## config.mk

```make
export PLATFORM = sky130hd
export DESIGN_NAME = branch_resolve_unit
export DESIGN_NICKNAME = d
export VERILOG_FILES = /design/src/rtl/branch_resolve_unit.sv
export SDC_FILE = /design/constraint.sdc
export NUM_CORES = 1
export LEC_CHECK = 0
export CORE_UTILIZATION = 35
export DETAILED_ROUTE_END_ITERATION = 7
export HOLD_SLACK_MARGIN = 0.02
export PLACE_DENSITY = 0.62
export REMOVE_ABC_BUFFERS = 1
export SLEW_MARGIN = 10
export SYNTH_ARGS = -nofsm -noshare
export SYNTH_HDL_FRONTEND = slang
export SYNTH_SLANG_ARGS = --single-unit
```

## constraint.sdc

```tcl
create_clock -name clk -period 6.6 [get_ports clk]
set_input_delay 1.32 -clock clk [delete_from_list [all_inputs] [get_ports clk]]
set_output_delay 1.32 -clock clk [all_outputs]
set_load 0.02 [all_outputs]
```

## src/rtl/branch_resolve_unit.sv

```systemverilog
// Branch resolve unit: tracks IF-stage conditional-branch predictions in a small
// circular queue, checks them against the EX-stage outcome and issues a one-cycle
// redirect/flush pulse on mispredict.
// Optional feature macro: BR_PERF_CNT_EN enables the saturating branch and
// mispredict performance counters; when undefined both counter outputs are tied to 0.

package rv32i_types;
    typedef enum logic [6:0] {
        op_lui   = 7'b0110111,
        op_auipc = 7'b0010111,
        op_jal   = 7'b1101111,
        op_jalr  = 7'b1100111,
        op_br    = 7'b1100011,
        op_load  = 7'b0000011,
        op_store = 7'b0100011,
        op_imm   = 7'b0010011,
        op_reg   = 7'b0110011,
        op_csr   = 7'b1110011
    } rv32i_opcode;
endpackage

module branch_resolve_unit
    import rv32i_types::*;
#(
    parameter int unsigned DEPTH     = 4,
    parameter int unsigned PTR_WIDTH = $clog2(DEPTH)
) (
    input  logic        clk,
    input  logic        rst_n,
    input  logic        stall,
    input  logic        IF_is_br,
    input  logic [31:0] IF_pc,
    input  logic        IF_br_taken,
    input  logic [31:0] IF_pred_target,
    input  rv32i_opcode EX_opcode,
    input  logic [31:0] EX_pc,
    input  logic        EX_br_en,
    input  logic [31:0] EX_target,
    output logic        redirect_valid,
    output logic [31:0] redirect_pc,
    output logic        flush,
    output logic        queue_full,
    output logic        overflow_err,
    output logic [31:0] br_count,
    output logic [31:0] mispredict_count
);

    // Count needs one extra bit to represent the full state (0..DEPTH).
    localparam int unsigned CntWidth = PTR_WIDTH + 1;

    // Prediction queue storage
    logic [31:0] q_pc     [DEPTH];
    logic        q_taken  [DEPTH];
    logic [31:0] q_target [DEPTH];

    logic [PTR_WIDTH-1:0] head_q, head_d;
    logic [PTR_WIDTH-1:0] tail_q, tail_d;
    logic [CntWidth-1:0]  count_q, count_d;

    logic        redirect_valid_q;
    logic [31:0] redirect_pc_q, redirect_pc_d;
    logic        overflow_q, overflow_d;

    logic        queue_empty;
    logic        push_req;
    logic        resolve;
    logic        do_push;
    logic        do_pop;
    logic        mispredict;
    logic        dir_miss;
    logic        tgt_miss;
    logic        pc_miss;
    logic [31:0] ex_pc_plus4;
    logic [31:0] correct_pc;

    logic [31:0] pred_pc;
    logic        pred_taken;
    logic [31:0] pred_target;

    // The flush cycle squashes both the IF and EX instructions.
    assign flush          = redirect_valid_q;
    assign redirect_valid = redirect_valid_q;
    assign redirect_pc    = redirect_pc_q;
    assign overflow_err   = overflow_q;

    assign queue_full  = (count_q == CntWidth'(DEPTH));
    assign queue_empty = (count_q == '0);

    assign push_req = IF_is_br & ~stall & ~flush;
    assign resolve  = (EX_opcode == op_br) & ~stall & ~flush;

    assign ex_pc_plus4 = EX_pc + 32'd4;
    assign correct_pc  = EX_br_en ? EX_target : ex_pc_plus4;

    // Predicted record: queue head, or a not-taken fall-through guess when empty.
    always_comb begin
        if (queue_empty) begin
            pred_pc     = EX_pc;
            pred_taken  = 1'b0;
            pred_target = ex_pc_plus4;
        end else begin
            pred_pc     = q_pc[head_q];
            pred_taken  = q_taken[head_q];
            pred_target = q_target[head_q];
        end
    end

    // Compare prediction with the actual outcome; a pc mismatch means a lost entry.
    always_comb begin
        dir_miss   = pred_taken != EX_br_en;
        tgt_miss   = pred_taken & EX_br_en & (pred_target != EX_target);
        pc_miss    = pred_pc != EX_pc;
        mispredict = resolve & (dir_miss | tgt_miss | pc_miss);
    end

    // A pop frees a slot in the same edge, so push while full is legal alongside it.
    assign do_pop  = resolve & ~queue_empty & ~mispredict;
    assign do_push = push_req & ~mispredict & (~queue_full | do_pop);

    // Queue pointer/count next state; a mispredict discards every wrong-path entry.
    always_comb begin
        head_d  = head_q;
        tail_d  = tail_q;
        count_d = count_q;
        if (mispredict) begin
            head_d  = '0;
            tail_d  = '0;
            count_d = '0;
        end else begin
            if (do_push) begin
                tail_d = tail_q + PTR_WIDTH'(1);
            end
            if (do_pop) begin
                head_d = head_q + PTR_WIDTH'(1);
            end
            case ({do_push, do_pop})
                2'b10:   count_d = count_q + CntWidth'(1);
                2'b01:   count_d = count_q - CntWidth'(1);
                default: count_d = count_q;
            endcase
        end
    end

    // Redirect target and sticky overflow next state.
    always_comb begin
        redirect_pc_d = redirect_pc_q;
        overflow_d    = overflow_q;
        if (mispredict) begin
            redirect_pc_d = correct_pc;
        end
        if (push_req & ~mispredict & queue_full & ~do_pop) begin
            overflow_d = 1'b1;
        end
    end

    // Control state registers.
    always_ff @(posedge clk or negedge rst_n) begin
        if (!rst_n) begin
            head_q           <= '0;
            tail_q           <= '0;
            count_q          <= '0;
            redirect_valid_q <= 1'b0;
            redirect_pc_q    <= '0;
            overflow_q       <= 1'b0;
        end else begin
            head_q           <= head_d;
            tail_q           <= tail_d;
            count_q          <= count_d;
            // Mispredict is gated by ~flush, so the pulse can never be two cycles long.
            redirect_valid_q <= mispredict;
            redirect_pc_q    <= redirect_pc_d;
            overflow_q       <= overflow_d;
        end
    end

    // Queue payload write; data needs no reset since count gates every read.
    always_ff @(posedge clk) begin
        if (do_push) begin
            q_pc[tail_q]     <= IF_pc;
            q_taken[tail_q]  <= IF_br_taken;
            q_target[tail_q] <= IF_pred_target;
        end
    end

`ifdef BR_PERF_CNT_EN
    logic [31:0] br_count_q;
    logic [31:0] mispredict_count_q;

    // Saturating performance counters; untouched by flush.
    always_ff @(posedge clk or negedge rst_n) begin
        if (!rst_n) begin
            br_count_q         <= '0;
            mispredict_count_q <= '0;
        end else begin
            if (resolve && (br_count_q != 32'hFFFF_FFFF)) begin
                br_count_q <= br_count_q + 32'd1;
            end
            if (mispredict && (mispredict_count_q != 32'hFFFF_FFFF)) begin
                mispredict_count_q <= mispredict_count_q + 32'd1;
            end
        end
    end

    assign br_count         = br_count_q;
    assign mispredict_count = mispredict_count_q;
`else
    assign br_count         = 32'd0;
    assign mispredict_count = 32'd0;
`endif

endmodule

```

==> results.md <==
* Register area at 8840 sq um
* Nets at 1419
* GRT overflow at 0
* Top achievable clock speed at 180 MHz
* Full die area at 43700 sq um
* Vias per inst at 5.36
* Yosys warnings at 0
* Max-slew violations at 0
* DR WL/cell at 23.4 um
* Mean Syn Cell Area at 13.7 sq um
* Hold buffer count at cts at 0
* Final worst-path cycle share at 0.842
* Placer Congestion at 0.961
* Slowest stage delay, CP at 0.84 ns
* CTS H-tree lvls at 1
* Post-DP HPWL at 31600 um
* Die Wd at 209 um
* Detailed Route Iter0 Violations at 746
* RSZ-0062 raised after global routing: false
* Crit end category: flip-flop
* Unique cell type count in the Yosys netlist at 86
* Primary FF master, synth: edfxtp_1
* Post-route cell area at 18200 sq um
* Slew @ Worst Pin at 1.03 ns
* Worst setup SP type: input port
* Crit Path Max Fanout at 31
* Setup CP Type: input port to flip-flop
* Post-synthesis register bit count at 301
* Layout cells sized above 1 at 0.128
* Run status: finished clean
* Initial antenna violation count at 2
* Core ar. at 42100 sq um
* Mapped Area at 15000 sq um
* Vias in the first global route at 9611
* Area growth syn-to-layout at 21.6%
* Worst min path class: flip-flop to flip-flop
* PD cells at 294 nW/um^2
* Worst-path clk slew at 0.06 ns
* Clk Latency, worst-skew pair at 0.58 ns
* Seq/Total Area, Yosys at 0.589
* Initial core utilization at 0.356
* Max-slew headroom at 0.314
* Remaining DRCs at 0
* WP data required at 6.86 ns
* Pre-antenna DRT Iters at 5
* Post_cts resized at 0
* Final worst slack at 1.05 ns
* Crit-path cells: clkdlybuf4s50_1 -> nand4_2 -> or4_1 -> or4_1 -> a31oi_1 -> xor2_1 -> a2111oi_1 -> a31o_4 -> and3_2 -> buf_12
* Post-synth EDFFs at 260
* Hold Fails Final Rpt at 0
* Pin count of the biggest net entering global routing at 61
* Port Buffers at 176
* Worst vdd ir at 215 uV
* Area used by multi-input combinational logic at 5540 sq um
* Die height at 209 um
* CTS tree: done
* DP Worst Slack at 0.531 ns
* Lkg Pwr at 6.08 nW
* GRT Overall Usage at 0.196
* Fillers at 3842
* CP dominant cell by count: or4_1
* Synth top cells by count: edfxtp_1, xnor2_1, buf_4
* I/O pins at 241
* FFs w/ async S/R, synth at 0.136
* Worst path arrival time at 5.82 ns
* Count leader, synth: edfxtp_1
* Fin Hold WS at 0.483 ns
* Crit path time final at 5.55 ns
* Vias at 9826
* Postcts setup bufs at 0
* Syn Inst Count at 1095
* Worst clock skew at 0.0114 ns
* Placed inst area at 17200 sq um
* CTS buffer count at 31
* Clk root buf: clkbuf_16
* Slowest CP cell: or4_1
* Largest cells by area after synthesis: edfxtp_1, mux4_2, dfrtp_1
* Clock Sinks at 301
* Final WL at 42900 um
* Yosys top cell area share at 0.520
* Final setup fails at 0
* Final ANT Viol Nets at 0
* Leading area contributor after synthesis: edfxtp_1
* First-pass GRT wire length at 62800 um
* Max cap viols at 0
* Clock Tree Buf Depth at 3
* Num rows at 75
[logic make-up after synthesis]
kind of cell,share of synthesized area
AND/OR/NAND/NOR,0.0951
multiplexers,0.110
adder cells (fa/ha/maj),0.00634
buffers and inverters,0.0587
other,0.000250
flip-flops,0.589
AO/OA/AOI/OAI,0.0736
XOR/XNOR,0.0671
[layout make-up]
cell class              count  share of cell area
repair buffers            212               0.115
clock inverters            19              0.0128
inverters                  15             0.00309
well taps                 539              0.0370
diodes                      2            0.000274
flip-flops and latches    301               0.485
multi-input cells         710               0.304
clock buffers              36              0.0436
[power by group]
part,switching [W],internal (W)
clock network,0.000720,0.00105
registers,0.000104,0.00229
logic,0.000709,0.000494
total,0.00153,0.00384
[metrics by stage]
stage | total power, W | setup TNS [ns] | std cells | utilization
6_report | 0.00537 | 0 | 1834 | 0.433
4_1_cts | 0.00542 | 0 | 1832 | 0.433
2_1_floorplan | 0.00310 | -114.42 | 1026 | -
5_1_grt | 0.00559 | 0 | 1832 | 0.433
3_3_place_gp | 0.00364 | 0 | 1777 | 0.408
3_5_place_dp | 0.00364 | 0 | 1777 | 0.408
[placed cells by master, fill, tap and decap left out, drive strengths merged, types with 4 or more instances in the layout]
master / count
nor2b: 10
mux2: 10
or4: 5
bufinv: 5
buf: 38
a32oi: 4
nor3: 21
mux2i: 32
a21oi: 45
nand3: 24
xor2: 34
nor2: 46
nand2b: 6
o211ai: 6
or3: 10
clkdlybuf4s50: 174
o21ai: 48
nand4b: 4
nand4: 26
edfxtp: 260
nand2: 65
a211oi: 4
xnor2: 73
ha: 6
and4: 8
and3: 8
a31oi: 7
mux4: 53
clkbuf: 36
nor4: 16
clkinv: 11
inv: 17
dfrtp: 41
and2: 10
conb: 64
o2111ai: 7
[per-layer routing]
layer | routed length, um | share of wire | track usage | up-vias
met2 | 20300 | 0.47 | 0.317 | 432
li1 | - | - | - | 4408
met5 | 12 | 0.00028 | 0 | -
met1 | 18700 | 0.44 | 0.267 | 4921
met4 | 1130 | 0.026 | 0.0545 | 2
met3 | 2780 | 0.065 | 0.0391 | 63
[registers in the layout, summed over array words and instances, names as in the netlist]
signal,flops
head_q,2
q_pc,128
q_target,128
overflow_err,1
flush,1
count_q,3
redirect_pc,32
q_taken,4
tail_q,2
[critical path, delay by kind of cell]
family                 cells  cell delay, ns
AND/OR/NAND/NOR            4            2.11
buffers and inverters      2            1.02
AO/OA/AOI/OAI              3            1.20
XOR/XNOR                   1            0.11
[path summary, 6_finish.rpt]
check	startpoint	endpoint	slack (ns)	depth (start not counted)
worst max-delay path	EX_pc[11]	q_pc[2][15]$_DFFE_PP_	1.05	10
worst max register to register	head_q[0]$_DFFE_PN0P_	q_pc[2][15]$_DFFE_PP_	1.69	12
worst min-delay path	redirect_pc[29]$_DFFE_PN0P_	redirect_pc[29]$_DFFE_PN0P_	0.48	2
worst min register to register	redirect_pc[29]$_DFFE_PN0P_	redirect_pc[29]$_DFFE_PN0P_	0.48	2
max in group asynchronous	rst_n	head_q[1]$_DFFE_PN0P_	4.92	1
min in group asynchronous	rst_n	redirect_pc[4]$_DFFE_PN0P_	0.93	1
Power figures use the tool's default switching activity.
